--- config.mk ---
export PLATFORM = sky130hd
export DESIGN_NAME = result_stream_reader
export DESIGN_NICKNAME = d
export VERILOG_FILES = /design/src/rtl/result_stream_reader.sv
export SDC_FILE = /design/constraint.sdc
export NUM_CORES = 1
export LEC_CHECK = 0
export CORE_MARGIN = 2
export CORE_UTILIZATION = 35
export DETAILED_ROUTE_END_ITERATION = 16
export DONT_BUFFER_PORTS = 1
export PLACE_DENSITY_LB_ADDON = 0.08
export SYNTH_ARGS = -nofsm -noshare
export SYNTH_HDL_FRONTEND = slang
export SYNTH_SLANG_ARGS = --single-unit
--- constraint.sdc ---
create_clock -name clk -period 7.2 [get_ports clk]
set_input_delay 2.16 -clock clk [delete_from_list [all_inputs] [get_ports clk]]
set_output_delay 2.16 -clock clk [all_outputs]
set_load 0.05 [all_outputs]
--- src/rtl/result_stream_reader.sv ---
`default_nettype none
// +--------------------------------------------------------------------------+
// | Module      : result_stream_reader                                       |
// | Description : Reads a contiguous window of rows from the result BRAM R   |
// |               and emits one valid/ready beat per row. A credit check     |
// |               covers rows still in the read pipeline, so the output      |
// |               FIFO cannot overflow under any backpressure.               |
// | Ports       : clk, rst         - clock, synchronous active-high reset    |
// |               start            - begin transfer (sampled in IDLE only)   |
// |               base_addr        - first row address, sampled with start   |
// |               row_count        - rows to transfer, sampled with start    |
// |               busy / done      - transfer status / completion pulse      |
// |               bram_r_r_addr    - registered BRAM R read address          |
// |               bram_r_r_data    - BRAM R read data (lane 0 in LSBs)       |
// |               m_tdata/m_tvalid/m_tready/m_tlast - output row stream      |
// | Revision    : 1.0 - initial release                                      |
// +--------------------------------------------------------------------------+
module result_stream_reader #(
  parameter int PE_COUNT     = 4,
  parameter int DATA_WIDTH   = 32,
  parameter int R_ADDR_WIDTH = 11,
  parameter int READ_LATENCY = 2,
  parameter int FIFO_DEPTH   = 4
) (
  input  logic                           clk,
  input  logic                           rst,
  input  logic                           start,
  input  logic [R_ADDR_WIDTH-1:0]        base_addr,
  input  logic [R_ADDR_WIDTH:0]          row_count,
  output logic                           busy,
  output logic                           done,
  output logic [R_ADDR_WIDTH-1:0]        bram_r_r_addr,
  input  logic [PE_COUNT*DATA_WIDTH-1:0] bram_r_r_data,
  output logic [PE_COUNT*DATA_WIDTH-1:0] m_tdata,
  output logic                           m_tvalid,
  input  logic                           m_tready,
  output logic                           m_tlast
);

  localparam int ROW_W = PE_COUNT * DATA_WIDTH;
  localparam int PTR_W = (FIFO_DEPTH > 1) ? $clog2(FIFO_DEPTH) : 1;
  localparam int CNT_W = $clog2(FIFO_DEPTH + 1);
  localparam int OCC_W = $clog2(FIFO_DEPTH + READ_LATENCY + 2) + 1;

  typedef enum logic [1:0] {
    S_IDLE = 2'd0,
    S_RUN  = 2'd1,
    S_DONE = 2'd2
  } state_t;

  state_t                    state_q, state_d;
  logic [R_ADDR_WIDTH-1:0]   addr_q, addr_d;
  // addr_vld_q: the address currently on bram_r_r_addr is a fresh read.
  logic                      addr_vld_q, addr_vld_d;
  // vld_sr_q[k]: the read presented k+1 cycles ago is still travelling;
  // the top bit marks the cycle its data sits on bram_r_r_data.
  logic [READ_LATENCY-1:0]   vld_sr_q, vld_sr_d;
  logic [R_ADDR_WIDTH:0]     issue_left_q, issue_left_d;
  logic [PTR_W-1:0]          wr_ptr_q, wr_ptr_d;
  logic [PTR_W-1:0]          rd_ptr_q, rd_ptr_d;
  logic [CNT_W-1:0]          fifo_count_q, fifo_count_d;
  logic                      busy_q, busy_d;
  logic                      done_q, done_d;
  logic [ROW_W-1:0]          mem_q [FIFO_DEPTH];

  logic                      push;
  logic                      pop;
  logic                      credit;
  logic [OCC_W-1:0]          in_flight;
  logic [OCC_W-1:0]          occupancy;

  assign push     = vld_sr_q[READ_LATENCY-1];
  assign m_tvalid = (fifo_count_q != '0);
  assign pop      = m_tvalid && m_tready;

  // Rows owned by this block: reads still travelling plus rows buffered.
  always_comb begin
    in_flight = OCC_W'(addr_vld_q);
    for (int i = 0; i < READ_LATENCY; i++) begin
      in_flight = in_flight + OCC_W'(vld_sr_q[i]);
    end
  end

  // A beat leaving this edge frees its slot in time for a read issued this
  // edge, which is what allows one beat per cycle at minimum FIFO depth.
  // pop implies fifo_count_q >= 1, so the subtraction cannot underflow.
  assign occupancy = in_flight + OCC_W'(fifo_count_q) - OCC_W'(pop);
  assign credit    = (occupancy < OCC_W'(FIFO_DEPTH));

  // The head is the final beat once nothing is left to issue, nothing is in
  // the pipeline and it is the only buffered row.
  assign m_tlast = m_tvalid && (state_q == S_RUN) && (issue_left_q == '0) &&
                   (in_flight == '0) && (fifo_count_q == CNT_W'(1));

  assign m_tdata       = m_tvalid ? mem_q[rd_ptr_q] : '0;
  assign bram_r_r_addr = addr_q;
  assign busy          = busy_q;
  assign done          = done_q;

  always_comb begin
    state_d      = state_q;
    addr_d       = addr_q;
    addr_vld_d   = 1'b0;
    issue_left_d = issue_left_q;

    vld_sr_d[0] = addr_vld_q;
    for (int i = 1; i < READ_LATENCY; i++) begin
      vld_sr_d[i] = vld_sr_q[i-1];
    end

    case (state_q)
      S_IDLE: begin
        if (start) begin
          if (row_count != '0) begin
            // First read goes out on the accepting edge itself.
            state_d      = S_RUN;
            addr_d       = base_addr;
            addr_vld_d   = 1'b1;
            issue_left_d = row_count - {{R_ADDR_WIDTH{1'b0}}, 1'b1};
          end else begin
            state_d = S_DONE;
          end
        end
      end
      S_RUN: begin
        if ((issue_left_q != '0) && credit) begin
          addr_d       = addr_q + R_ADDR_WIDTH'(1);
          addr_vld_d   = 1'b1;
          issue_left_d = issue_left_q - {{R_ADDR_WIDTH{1'b0}}, 1'b1};
        end
        if ((issue_left_q == '0) && (in_flight == '0) &&
            (fifo_count_q == CNT_W'(1)) && pop) begin
          state_d = S_DONE;
        end
      end
      S_DONE: begin
        state_d = S_IDLE;
      end
      default: begin
        state_d = S_IDLE;
      end
    endcase

    busy_d = (state_d != S_IDLE);
    done_d = (state_d == S_DONE);

    wr_ptr_d     = push ? (wr_ptr_q + PTR_W'(1)) : wr_ptr_q;
    rd_ptr_d     = pop  ? (rd_ptr_q + PTR_W'(1)) : rd_ptr_q;
    fifo_count_d = fifo_count_q;
    if (push && !pop) begin
      fifo_count_d = fifo_count_q + CNT_W'(1);
    end else if (!push && pop) begin
      fifo_count_d = fifo_count_q - CNT_W'(1);
    end
  end

  always_ff @(posedge clk) begin
    if (rst) begin
      state_q      <= S_IDLE;
      addr_q       <= '0;
      addr_vld_q   <= 1'b0;
      vld_sr_q     <= '0;
      issue_left_q <= '0;
      wr_ptr_q     <= '0;
      rd_ptr_q     <= '0;
      fifo_count_q <= '0;
      busy_q       <= 1'b0;
      done_q       <= 1'b0;
    end else begin
      state_q      <= state_d;
      addr_q       <= addr_d;
      addr_vld_q   <= addr_vld_d;
      vld_sr_q     <= vld_sr_d;
      issue_left_q <= issue_left_d;
      wr_ptr_q     <= wr_ptr_d;
      rd_ptr_q     <= rd_ptr_d;
      fifo_count_q <= fifo_count_d;
      busy_q       <= busy_d;
      done_q       <= done_d;
    end
  end

  // Storage is not reset: m_tdata is gated by m_tvalid, so stale rows are
  // never visible.
  always_ff @(posedge clk) begin
    if (push) begin
      mem_q[wr_ptr_q] <= bram_r_r_data;
    end
  end

endmodule
`default_nettype wire

==> results.toml <==
[clock_network]
cts_tree = "yes"
cts.clk_slew.worst_paths_ns = 0.06
cts_resized = 0
clk_latency_ns = 0.61
cts.sinks = 551
cts_max_level = 2
cts_buffers = 59
root_buffer = "clkbuf_16"
cts_hold_buffers = 0
post_cts_buffers = 0
clockBufferDepth = 3

[synth]
yosys_warnings = 0
netlist_instances = 1112
synth_area_leaders = "edfxtp_1, mux4_2, and2_1"
ys_ff_latch = 551
yosysSeqAreaShare = 0.746
yosysTopAreaCell = "edfxtp_1"
synth_edf_count = 512
avgSynthCellArea_um2 = 19.5
yosys_most_used_dff = "edfxtp_1"
synthArstFlopShare = 0
synthesis.nets = 1283
yosys.area.top_type_share = 0.710
syn_area_mm2 = 0.0217
yosys.cell_types.count = 64

[setup_path]
worst_setup_path_start_kind = "flip-flop"
crit_buf_inv = 2
cp_slowest_cell = "nand2b_4"
cp.arrival_ns = 3.14
crit_fanout = 61
critPathKind = "flip-flop to output port"
path_delay_family = "simple AND/OR/NAND/NOR gates"
cp.required_ns = 5.04
crit_path_start = "fifo_count_q[0]"
path_cells = "inv_1, ha_1, nand2b_4, buf_4, and2_1"
cp-end-kind = "output port"
max_stage_delay_ns = 0.67
r2r_start = "fifo_count_q[0]"

[layout]
multiInputGateArea_mm2 = 0.00521
fillers = 5536
fin_util = 0.398
register_area_mm2 = 0.0162
drive_above_1_share = 0.212
final_nets = 1303
mostFrequentLayoutCells = "edfxtp_1, mux4_2, and2_1"
area_growth_pct = 13.0
final_common_cell = "edfxtp_1"
n_antenna_cell = 0
fin_area_mm2 = 0.0245

[floorplanning]
io_pins = 298
row_count = 91
die-area_mm2 = 0.0639
start_util = 0.352
die_w_um = 253
dieHeight_um = 253
core_mm2 = 0.0615

[routing]
drc = 0
totalWireLength_mm = 48.3
first_pass_iters = 5
dr_total_vias = 10000
wire_per_inst_um = 24.5
via_per_inst = 5.07
drt_iter0_drc = 482
ant_nets = 0

[sta]
worst_pin_slew_ns = 0.994
tns_ns = 0
maxSlewHeadroom = 0.337
fin_hold_ws_ns = 0.475
period_needed_ns = 5.30
clock_skew_ns = 0.0141
fmax_mhz = 189
setup_viol = 0
hold_viol = 0
slew_violations = 0
grt_setup_unrepaired = "no"
finalCritPeriodShare = 0.737

[grt]
grt_pass1_wl_mm = 70.5
antenna_found_initial = 1
grt_use_total = 0.150
grt_pass1_vias = 10600
grt_start_max_net_pins = 69
grt_overflow = 0

[outcome]
outcome = "finished clean"

[hold_path]
hold_class = "flip-flop to flip-flop"
holdCritStartpoint = "issue_left_q[5]"

[placement]
post_dp_cell_area_mm2 = 0.0226
io_buffers = 0
place.gp.congestion = 0.742
dpl.hpwl_mm = 28.2

[flow_run]
drv_cap = 0

[power]
power.density_mw_per_mm2 = 411
vdd_drop_max_uv = 292
p_leak_nw = 7.60
total_power_mw = 10.1
## worst min-delay path, delay by kind of cell, from the launching register on
kind	cells	cell delay, ns
flops	1	0.32
compound gates	1	0.05
simple gates	1	0.06
## routing by layer
metal / vias to the layer above / track usage / wire length [um]
met5: - / 0 / 0
met1: 5222 / 0.176 / 18700
met3: 56 / 0.0553 / 4070
met4: 0 / 0.0396 / 845
met2: 243 / 0.258 / 24700
li1: 4484 / - / -
## per-stage QoR
stage                     std cells  worst slack (ns)
after floorplan                1112              2.81
after global placement         1861              2.31
after detailed placement       1861              2.26
after CTS                      1972              1.71
after global routing           1972              1.62
final                          1972              1.90
## layout make-up
type                    count  area share
repair buffers             15     0.00613
well taps                 790      0.0404
flip-flops and latches    551       0.660
multi-input cells         488       0.213
clock inverters            36      0.0137
inverters                  17     0.00261
clock buffers              75      0.0642
## cell families (layout without fill, tap and decap cells)
logic type      after synthesis  in the layout  synth area share
flops                       551            551             0.746
fa+ha+maj                    16             16           0.00959
xor+xnor                      7              7           0.00283
buf+inv                      73            143            0.0145
simple gates                249            249            0.0654
compound gates               80             80            0.0252
mux                         136            136             0.137
## worst paths after layout
check / cells past startpoint / endpoint / slack, ns
setup / recovery: 5 / m_tdata[115] / 1.90
hold reg to reg: 2 / issue_left_q[5] / 0.48
hold / removal: 2 / issue_left_q[5] / 0.48
setup reg to reg: 14 / issue_left_q[10] / 2.83
## cell usage after synthesis (3+ instances only)
master and number:
a211oi_1 3, a21oi_1 25, a311oi_1 3, a31oi_1 3
and2_1 132, buf_1 7, buf_2 17, clkbuf_1 29
dfxtp_1 39, edfxtp_1 512, ha_1 15, inv_1 17
mux2i_1 6, mux4_2 128, nand2_1 38, nand2b_1 5
nand3_1 10, nand4_1 5, nor2_1 26, nor2b_1 3
nor3_1 7, nor4_1 5, o21a_1 3, o21ai_0 11
o21ai_1 7, o31ai_1 4, xor2_1 5
## state kept, by name, summed over array words and instances (netlist names), named ones only
register,cells
issue_left_q,12
busy,1
vld_sr_q,2
addr_vld_q,1
bram_r_r_addr,11
fifo_count_q,3
mem_q,512
done,1
rd_ptr_q,2
wr_ptr_q,2
state_q,2
## power breakdown
part,internal (mW),leakage (nW),switching [mW]
Combinational,0.801,1.72,2.53
Sequential,3.59,4.93,0.176
Clock,1.75,0.948,1.22
Total,6.14,7.60,3.93
No activity file was read; power rests on OpenSTA's default activity.
